==> src/rtl/cpu_pkg.sv <==
// Shared RV32I core definitions: data widths, reset PC, fetch FSM states
// and the fetch buffer entry layout.
package cpu_pkg;

    localparam int unsigned ILEN = 32;
    localparam int unsigned XLEN = 32;

    localparam logic [XLEN-1:0] RESET_PC_DEFAULT = 32'h0000_0000;
    localparam logic [ILEN-1:0] INSTR_NOP        = 32'h0000_0013;

    typedef enum logic [1:0] {
        IDLE  = 2'd0,
        FETCH = 2'd1,
        DRAIN = 2'd2
    } fetch_state_t;

    typedef struct packed {
        logic [XLEN-1:0] pc;
        logic [ILEN-1:0] instr;
    } fetch_entry_t;

endpackage

==> src/rtl/fetch_fifo.sv <==
// Synchronous FIFO with clear, push/pop, occupancy count and flags.
// The head entry is visible on head_c without a pop.
module fetch_fifo #(
    parameter int unsigned WIDTH = 64,
    parameter int unsigned DEPTH = 2
) (
    input  logic                         clk_i,
    input  logic                         res_i,
    input  logic                         clear,
    input  logic                         push,
    input  logic                         pop,
    input  logic [WIDTH-1:0]             wdata,
    output logic [WIDTH-1:0]             head_c,
    output logic [$clog2(DEPTH+1)-1:0]   count,
    output logic                         empty_c,
    output logic                         full_c
);

    localparam int unsigned AW = (DEPTH > 1) ? $clog2(DEPTH) : 1;
    localparam int unsigned CW = $clog2(DEPTH + 1);

    logic [WIDTH-1:0] mem [DEPTH];
    logic [AW-1:0]    wr_ptr;
    logic [AW-1:0]    rd_ptr;
    logic             do_push_c;
    logic             do_pop_c;

    assign empty_c   = (count == '0);
    assign full_c    = (count == CW'(DEPTH));
    assign do_push_c = push && !full_c;
    assign do_pop_c  = pop && !empty_c;
    assign head_c    = mem[rd_ptr];

    // Clear drops the contents by resetting pointers; storage keeps stale data.
    always_ff @(posedge clk_i or negedge res_i) begin
        if (!res_i) begin
            wr_ptr <= '0;
            rd_ptr <= '0;
            count  <= '0;
            mem    <= '{default: '0};
        end else if (clear) begin
            wr_ptr <= '0;
            rd_ptr <= '0;
            count  <= '0;
        end else begin
            if (do_push_c) begin
                mem[wr_ptr] <= wdata;
                wr_ptr      <= wr_ptr + AW'(1);
            end
            if (do_pop_c) begin
                rd_ptr <= rd_ptr + AW'(1);
            end
            count <= count + CW'(do_push_c) - CW'(do_pop_c);
        end
    end

endmodule

==> src/rtl/fetch_unit.sv <==
// RV32I instruction fetch front end: in-order memory reads tagged with their
// PC, buffered for decode, with redirect and discard of stale responses.
module fetch_unit
    import cpu_pkg::*;
#(
    parameter logic [XLEN-1:0] RESET_PC = RESET_PC_DEFAULT,
    parameter int unsigned     DEPTH    = 2
) (
    input  logic            clk_i,
    input  logic            res_i,
    output logic            mem_req_o,
    output logic [XLEN-1:0] mem_addr_o,
    input  logic            mem_gnt_i,
    input  logic            mem_rvalid_i,
    input  logic [ILEN-1:0] mem_rdata_i,
    input  logic            redirect_i,
    input  logic [XLEN-1:0] redirect_pc_i,
    output logic            instr_valid_o,
    input  logic            instr_ready_i,
    output logic [ILEN-1:0] instr_o,
    output logic [XLEN-1:0] instr_pc_o
);

    localparam int unsigned CW = $clog2(DEPTH + 1);
    localparam int unsigned SW = CW + 1;

    fetch_state_t    state;
    fetch_state_t    state_next;
    logic [XLEN-1:0] pc;
    logic [XLEN-1:0] pc_next;
    logic [CW-1:0]   inflight;
    logic [CW-1:0]   inflight_next;
    logic [CW-1:0]   discard;
    logic [CW-1:0]   discard_next;

    logic            accepted_c;
    logic            tag_push_c;
    logic            tag_pop_c;
    logic            out_push_c;
    logic            out_pop_c;
    logic [SW-1:0]   credit_used_c;

    logic [XLEN-1:0] tag_head_c;
    logic [CW-1:0]   tag_count;
    logic            tag_empty_c;
    logic            tag_full_c;

    fetch_entry_t    out_wdata_c;
    fetch_entry_t    out_head_c;
    logic [CW-1:0]   out_count;
    logic            out_empty_c;
    logic            out_full_c;
    logic            unused_pc_bits_c;

    assign unused_pc_bits_c = ^redirect_pc_i[1:0];

    // A word leaving the buffer this cycle frees its slot for a new request.
    assign out_pop_c     = instr_valid_o && instr_ready_i;
    assign credit_used_c = SW'(inflight) + SW'(out_count) - SW'(out_pop_c);
    assign mem_req_o     = (state == FETCH) && !redirect_i && (credit_used_c < SW'(DEPTH));
    assign mem_addr_o    = pc;
    assign accepted_c    = mem_gnt_i && (mem_req_o || redirect_i);

    assign instr_valid_o = !out_empty_c;
    assign instr_o       = out_head_c.instr;
    assign instr_pc_o    = out_head_c.pc;
    assign out_wdata_c   = '{pc: tag_head_c, instr: mem_rdata_i};

    always_ff @(posedge clk_i or negedge res_i) begin
        if (!res_i) begin
            state    <= IDLE;
            pc       <= RESET_PC;
            inflight <= '0;
            discard  <= '0;
        end else begin
            state    <= state_next;
            pc       <= pc_next;
            inflight <= inflight_next;
            discard  <= discard_next;
        end
    end

    // Next-state, PC and counter update; a redirect overrides every other event.
    always_comb begin
        state_next    = state;
        pc_next       = pc;
        discard_next  = discard;
        tag_push_c    = 1'b0;
        tag_pop_c     = 1'b0;
        out_push_c    = 1'b0;
        inflight_next = inflight + CW'(accepted_c) - CW'(mem_rvalid_i);

        if (redirect_i) begin
            pc_next      = {redirect_pc_i[XLEN-1:2], 2'b00};
            discard_next = inflight_next;
            state_next   = (inflight_next != '0) ? DRAIN : FETCH;
        end else begin
            if (accepted_c) begin
                tag_push_c = 1'b1;
                pc_next    = pc + XLEN'(4);
            end
            if (mem_rvalid_i) begin
                if (discard != '0) begin
                    discard_next = discard - CW'(1);
                end else begin
                    tag_pop_c  = 1'b1;
                    out_push_c = 1'b1;
                end
            end
            case (state)
                IDLE:    state_next = FETCH;
                DRAIN:   if (discard_next == '0) state_next = FETCH;
                default: state_next = state;
            endcase
        end
    end

    fetch_fifo #(
        .WIDTH (XLEN),
        .DEPTH (DEPTH)
    ) u_tag_queue (
        .clk_i   (clk_i),
        .res_i   (res_i),
        .clear   (redirect_i),
        .push    (tag_push_c),
        .pop     (tag_pop_c),
        .wdata   (pc),
        .head_c  (tag_head_c),
        .count   (tag_count),
        .empty_c (tag_empty_c),
        .full_c  (tag_full_c)
    );

    fetch_fifo #(
        .WIDTH ($bits(fetch_entry_t)),
        .DEPTH (DEPTH)
    ) u_out_fifo (
        .clk_i   (clk_i),
        .res_i   (res_i),
        .clear   (redirect_i),
        .push    (out_push_c),
        .pop     (out_pop_c),
        .wdata   (out_wdata_c),
        .head_c  (out_head_c),
        .count   (out_count),
        .empty_c (out_empty_c),
        .full_c  (out_full_c)
    );

    // Every tracked in-flight read either has a tag waiting or is marked for discard.
    a_tag_balance: assert property (@(posedge clk_i) disable iff (!res_i)
        (SW'(tag_count) + SW'(discard)) == SW'(inflight));
    a_tag_no_overflow: assert property (@(posedge clk_i) disable iff (!res_i)
        tag_push_c |-> !tag_full_c);
    a_tag_no_underflow: assert property (@(posedge clk_i) disable iff (!res_i)
        tag_pop_c |-> !tag_empty_c);
    a_out_no_overflow: assert property (@(posedge clk_i) disable iff (!res_i)
        out_push_c |-> !out_full_c);

endmodule

==> config.mk <==
export PLATFORM = sky130hd
export DESIGN_NAME = fetch_unit
export DESIGN_NICKNAME = d
export VERILOG_FILES = /design/src/rtl/cpu_pkg.sv /design/src/rtl/fetch_fifo.sv /design/src/rtl/fetch_unit.sv
export SDC_FILE = /design/constraint.sdc
export NUM_CORES = 1
export LEC_CHECK = 0
export BUFFER_PORTS_ARGS = -buffer_cell sky130_fd_sc_hd__buf_2
export CAP_MARGIN = 0
export CORE_ASPECT_RATIO = 1.75
export CORE_UTILIZATION = 57
export CTS_CLUSTER_SIZE = 10
export DETAILED_ROUTE_END_ITERATION = 8
export PLACE_DENSITY = 0.82
export SETUP_SLACK_MARGIN = 0.02
export SLEW_MARGIN = 10
export SYNTH_ARGS = -nofsm -noshare
export SYNTH_HDL_FRONTEND = slang
export SYNTH_SLANG_ARGS = --single-unit
==> constraint.sdc <==
create_clock -name clk_i -period 4.55 [get_ports clk_i]
set_input_delay 0.6825 -clock clk_i [delete_from_list [all_inputs] [get_ports clk_i]]
set_output_delay 0.6825 -clock clk_i [all_outputs]
set_load 0.01 [all_outputs]
## After elaboration in Yosys (flattened, before gate mapping)

Index checks and enable logic that the tools add are counted.

- $add $sub $neg: 14
- Magnitude comparators: 7
- Eq/ne operators: 5
- Mux-type cells: 37
- Bitwise logic cells: 5
- Reductions and logical operators: 31

Operators by type and width:

| kind | count |
|---|---|
| two-way mux 64 bit | 4 |
| two-way mux 32 bit | 6 |
| bitwise mux 128 bit | 1 |
| bitwise mux 64 bit | 1 |
| demux 64 bit (select 1 bit) | 1 |
| adder 32 x 3 -> 32 bit (second input constant) | 1 |
| demux 32 bit (select 1 bit) | 1 |
| two-way mux 2 bit | 9 |
| nonzero test 2 bit | 7 |
| two-way mux 1 bit | 13 |
| logical AND 1 bit | 10 |
| greater-or-equal comparator 2 bit (second input constant) | 4 |
| logical NOT 2 bit | 4 |
| NOT 1 -> 2 bit | 4 |
| adder 2 x 1 -> 2 bit | 3 |
| equality test 2 bit (second input constant) | 3 |
| AND reduction 2 bit | 3 |
| subtractor 2 x 1 -> 2 bit | 3 |
| logical NOT 1 bit | 5 |
| adder 1 bit (second input constant) | 4 |
| less-than comparator 2 x 1 -> 1 bit (second input constant) | 2 |
| one-hot mux 2 bit (2 select lines) | 1 |
| adder 2 x 2 -> 3 bit | 1 |
| less-than comparator 3 x 2 -> 1 bit (second input constant) | 1 |
| other kinds (7) | 7 |

- Flip-flop bits (word level): 238
- Output and inout port bits: 98

## Longest topological paths before layout

- Depth in word-level cells: 14
- Depth in mapped cells: 18
- Mapped depth without buffers: 17

## Hierarchy

From an unflattened synthesis, not the netlist that was laid out.

- Cells, all modules: 827
- Area total of the unflattened synthesis: 11059.4 um^2

Modules (own cells, without submodules):

| module | instances | cells an instance | area an instance (um^2) | seq. area each (um^2) |
|---|---|---|---|---|
| fetch_fifo (u_out_fifo) | 1 | 365 | 5743.0 | 3303.2 |
| fetch_fifo (u_tag_queue) | 1 | 195 | 2996.6 | 1701.6 |
| fetch_unit | 1 | 267 | 2319.7 | 900.9 |

## Worst setup path after synthesis

OpenSTA, ideal clock, no wires.

- Kind: in2reg
- Start point: input instr_ready_i
- End point: register state[1]
- Setup time: 0.134 ns
- Arrival time: 3.349 ns
- Path slack: 1.067 ns
- Cell stages on the path: 16
- Path buffers: 1
- Cell sequence: and2_1 > ha_1 > inv_1 > nand2_1 > fa_1 > xor2_2 > a22o_1 > buf_2 > inv_1 > ha_1 > inv_1 > ha_1 > xnor2_1 > xnor2_1 > o21ai_0 > o21ai_0

- Cells in the longest elaborated chain, start to end: 11

RTL lines:

| element | line | source |
|---|---|---|
| from (decl) | fetch_unit.sv:19 | `input logic instr_ready_i,` |
| logical AND 1 bit | fetch_unit.sv:58 | `assign out_pop_c = instr_valid_o && instr_ready_i;` |
| subtractor 3 x 1 -> 3 bit | fetch_unit.sv:59 | `assign credit_used_c = SW'(inflight) + SW'(out_count) - SW'(out_pop_c);` |
| less-than comparator 3 x 2 -> 1 bit | fetch_unit.sv:60 | `assign mem_req_o = (state == FETCH) && !redirect_i && (credit_used_c < SW'(DEPTH));` |
| logical AND 1 bit | fetch_unit.sv:60 |  |
| logical OR 1 bit | fetch_unit.sv:62 | `assign accepted_c = mem_gnt_i && (mem_req_o \|\| redirect_i);` |
| logical AND 1 bit | fetch_unit.sv:62 |  |
| adder 2 x 1 -> 2 bit | fetch_unit.sv:91 | `inflight_next = inflight + CW'(accepted_c) - CW'(mem_rvalid_i);` |
| subtractor 2 x 1 -> 2 bit | fetch_unit.sv:91 |  |
| net inflight_next[1] | fetch_unit.sv:32 | `logic [CW-1:0] inflight_next;` |
| nonzero test 2 bit | fetch_unit.sv:96 | `state_next = (inflight_next != '0) ? DRAIN : FETCH;` |
| two-way mux 2 bit | fetch_unit.sv:96 |  |
| two-way mux 2 bit | fetch_unit.sv:93 | `if (redirect_i) begin` |
| to (signal assigned) | fetch_unit.sv:76 | `state <= state_next;` |
| to (decl) | fetch_unit.sv:27 | `fetch_state_t state;` |

The timed path passes the listed nets, and every way through them passes these cells.
A chain may end at the register's enable or synchronous reset.

## Worst setup path after layout

- Start point: register u_out_fifo.count[1]
- End point: register state[0]

- Cells in the longest elaborated chain, start to end: 13

RTL lines:

| element | line | source |
|---|---|---|
| from (decl) | fetch_fifo.sv:14 | `output logic [$clog2(DEPTH+1)-1:0] count,` |
| from (signal assigned) | fetch_fifo.sv:53 | `count <= count + CW'(do_push_c) - CW'(do_pop_c);` |
| branches (longest 3 deep; another with adder 2 x 2 -> 3 bit) | - |  |
| subtractor 3 x 1 -> 3 bit (*) | fetch_unit.sv:59 |  |
| less-than comparator 3 x 2 -> 1 bit (*) | fetch_unit.sv:60 |  |
| logical AND 1 bit (*) | fetch_unit.sv:60 |  |
| logical OR 1 bit (*) | fetch_unit.sv:62 |  |
| logical AND 1 bit (*) | fetch_unit.sv:62 |  |
| adder 2 x 1 -> 2 bit (*) | fetch_unit.sv:91 |  |
| subtractor 2 x 1 -> 2 bit (*) | fetch_unit.sv:91 |  |
| net inflight_next[1] | fetch_unit.sv:32 |  |
| nonzero test 2 bit (*) | fetch_unit.sv:96 |  |
| two-way mux 2 bit (*) | fetch_unit.sv:96 |  |
| two-way mux 2 bit (*) | fetch_unit.sv:93 |  |

Mark *: on every way through the listed nets, which the timed path passes.

==> summary by stage <==
Route
The first routing iteration left 203 violations. The via count is 6,617. Once detail routing completed, the nets flagged for antenna violations numbered 0.

For this block, wires on met1 add up to 8810 um. After detailed routing, the average wire length per cell comes to 19.0 um. Summed over all layers, the routed wires come to 22,200 um. After detailed routing, the number of remaining DRC violations is 0. The highest layer touched by signal routing is met4. The first detailed-routing pass took 5 iterations. The sum of met3 wire segment lengths after detailed routing is 862 um.

The via density per instance is 5.68. The met2 wire length is 11,800 um.

GRT
Summed over all layers, the global routing overflow is 0. The number of global-route vias before repair was 7,091. The first-pass GRT wire length is 36,300 um. Across every metal layer, demand over resource in global routing totals 0.235. The largest net degree at the start of global routing is 136. The initial antenna violation count is 0.

Timing
The setup clock skew after layout is 0.0132 ns. The final hold violation count is 0. The time the final worst path needs with I/O delays and setup is 3.65 ns. The share of the clock period used by the worst path is 0.802.

The setup TNS after final layout is 0 ns. Across all setup checks in the final design, the least slack found is 0.903 ns. Setup violations remaining at the end of the flow were counted as 0. Static timing analysis puts the maximum clock frequency at 0.274 GHz. The transition at the pin with the smallest max-transition slack is 1.02 ns. The relative slew slack is 0.321. Setup repair after global routing left no endpoint under its margin. The count of pins over their slew limit is 0.

Floorplan
The die area is 19,500 um2. The number of I/O pins is 168. Row generation in the floorplan step produced 66 rows. The height of the die is 184 um. The die width is 106 um. The initial standard-cell utilization of the core is 0.579. The area of the core is 18,600 um2.

Finish
After the flow finishes, the layout carries non-filler instances totaling 1,164. The number of nets in the final layout is 1,005. The final standard cell utilization of the core is 0.668. 0 antenna diodes ended up in the layout. The number of fill cells in the layout is 1,381.

Of the cells placed in the final design, the portion with a size suffix greater than 1 is 0.455. In the final layout, the multi-input gates occupy 4740 um2. From synthesis to final layout, the design area changed by 15.2%. Across the whole layout, storage elements account for 5710 um2.

Placed design
The number of placed cells counting well taps is 1,135. At the placement stage, the worst setup path has a slack of 0.750 ns. The detailed-placement wirelength estimate is 14,800 um.

At the end of routability-driven placement, the weighted congestion stood at 0.784. Input and output buffers added on the ports amount to 161.

Critical path
Among the stages of the critical path, the cell type that occurs most often is inv_1. The cell at the slowest stage of the critical path is fa_1. The worst setup path is captured at a flop. For this run, the slowest stage of the critical path takes 0.42 ns. Data on the critical path arrives at its endpoint at 4.05 ns. The worst setup path is launched from a flop. The critical path in this run is classified as flop to flop. In this run the critical register-to-register path is launched from u_out_fifo.count[1]$_DFF_PN0_. Traced cell by cell, the critical path runs through inv_1, nand2_1, and2_1, ha_1, inv_1, nand2_1, fa_1, xor2_2, a22o_1, buf_4, inv_1, ha_1, inv_1, ha_1, xnor2_1, xnor2_1, o21ai_0, o31a_1.

The critical path launch point is u_out_fifo.count[1]$_DFF_PN0_. Along the worst path, the maximum fanout reaches 12. STA puts the critical path data required time at 4.95 ns.

Clocking
The CTS tree is built. The clock drives 228 sinks. After clock tree synthesis, the repair step resized 0 gates. In this run the number of H-tree levels came out at 1.

Buffers inserted during clock tree synthesis total 26. The clock transition at the registers of the reported paths is 0.06 ns. In this run the clock root is driven by a clkbuf_16. For this design, the CTS-stage hold fixing added 0 buffers. The setup fix buffers added after clock tree synthesis is 0.

The later-pin clock latency in the skew report is 0.51 ns. The clock passes through at most 3 buffers.

Flow run
Across the run, the number of max-cap violations was 0.

Pwr
Summed over all cells, the static leakage comes to 6.10 nW. Power comes to 7.35 mW. For this design the ratio of total power to cell area is 593 nW/um2.

IR analysis of the VDD net gives a maximum drop of 0.427 mV.

Synth
For this run, the leading register cell type out of synthesis is dfrtp_1. The mapped netlist covers 10,800 um2. The synthesized netlist contains 55 unique library cells.

The share of synthesized area in the top cell type comes to 0.530. The share of flip-flops with an asynchronous set or reset is 1.00. The sequential area share after synthesis is 0.530. The number of flops mapped to enable cells by yosys is 0. Yosys attributes the largest share of cell area to dfrtp_1, mux2_2, mux2_1. Counting instances in the post-synthesis netlist gives the leading cell types as dfrtp_1, mux2_2, mux2_1, nand2_1, mux2_4.

The flop and latch count out of synthesis is 228. dfrtp_1 is the most common cell in the netlist. After technology mapping, the gate count stands at 769.

Each instance of the synthesized netlist takes up on average 14.0 um2. Of all cell types, the one taking the most synthesized area is dfrtp_1. The number of synthesis warnings is 0.

Min path
The worst hold path class is primary input to async pin.

Outcome
The flow ran to the end, and the final reports show no timing, DRC or antenna violations.
==> per-layer routing <==
metal / track usage / up-vias
met3: 0.0294 / 42
met4: 0.0878 / 0
met2: 0.430 / 169
met5: 0 / -
li1: - / 3016
met1: 0.280 / 3390
==> flip-flops by register name, indices dropped and copies added (netlist names) <==
register / cells
u_tag_queue.mem: 60
u_out_fifo.rd_ptr: 1
discard: 2
u_tag_queue.rd_ptr: 1
u_tag_queue.count: 2
mem_addr_o: 30
u_tag_queue.wr_ptr: 1
u_out_fifo.wr_ptr: 1
inflight: 2
u_out_fifo.mem: 124
u_out_fifo.count: 2
state: 2
==> final timing paths <==
check,depth (start not counted),slack [ns],to
worst min register to register,1,0.48,u_out_fifo.mem[117]$_DFFE_PN0P_
worst min-delay path,1,0.29,u_out_fifo.mem[3]$_DFFE_PN0P_
min in group clk_i,3,0.38,mem_addr_o[3]$_DFFE_PN0P_
worst max register to register,18,0.90,state[0]$_DFFE_PN0P_
max in group asynchronous,2,3.10,u_out_fifo.rd_ptr$_DFFE_PN0P_
worst max-delay path,18,0.90,state[0]$_DFFE_PN0P_
==> report_power, final <==
| part | total [mW] | switching (mW) | internal (mW) |
|---|---|---|---|
| Clock | 1.77 | 0.719 | 1.05 |
| Combinational | 2.43 | 1.09 | 1.34 |
| Sequential | 3.16 | 0.441 | 2.71 |
| Total | 7.35 | 2.25 | 5.10 |
==> cell usage in the layout, fill, tap and decap left out, types with 2 or more instances in the layout <==
master and instances:
and2_1 5, and3_1 4, and3b_1 2, and4_1 5
and4b_1 2, buf_2 160, buf_4 11, clkbuf_16 27
conb_1 4, dfrtp_1 227, ha_1 9, inv_1 11
mux2_1 82, mux2_2 170, mux2_4 30, mux2i_1 2
nand2_1 38, nand2b_1 4, nand3_1 5, nand4_1 10
nor2_1 5, nor2b_1 4, nor3_1 4, nor4_1 10
nor4b_2 3, o21ai_0 18, o21ai_1 10, xnor2_1 22
xor2_1 13
==> cells by family (layout without fill, tap and decap cells) <==
logic type               count (synthesis)  count (layout)  synth area share
adder cells (fa/ha/maj)                 10              10            0.0123
AND/OR/NAND/NOR                        114             114            0.0668
XOR/XNOR                                36              36            0.0300
multiplexers                           284             284             0.307
other                                    1               4          0.000348
flip-flops                             228             228             0.530
buffers and inverters                   60             214            0.0323
AO/OA/AOI/OAI                           36              36            0.0208
==> area by class of cell <==
type / count / share of cell area
inverters: 12 / 0.00363
clock buffers: 29 / 0.0559
well taps: 238 / 0.0240
repair buffers: 173 / 0.0740
flip-flops and latches: 228 / 0.460
multi-input cells: 484 / 0.382
==> metrics by stage <==
stage,hold WS (ns),instance area [um2]
after floorplan,0.387,10800
after global placement,0.462,11700
after detailed placement,0.471,11700
after CTS,0.363,12400
after global routing,0.372,12400
final,0.292,12400
==> critical path, delay by kind of cell (launching register included) <==
family | cells | cell delay, ns
AOI/OAI and AO/OA | 3 | 0.49
xor gates and xnor gates | 3 | 0.68
adders and majority gates | 4 | 1.13
buffers and inverters | 5 | 0.50
DFF | 1 | 0.41
and+or+nand+nor | 3 | 0.34
(Power assumes the default switching activity.)
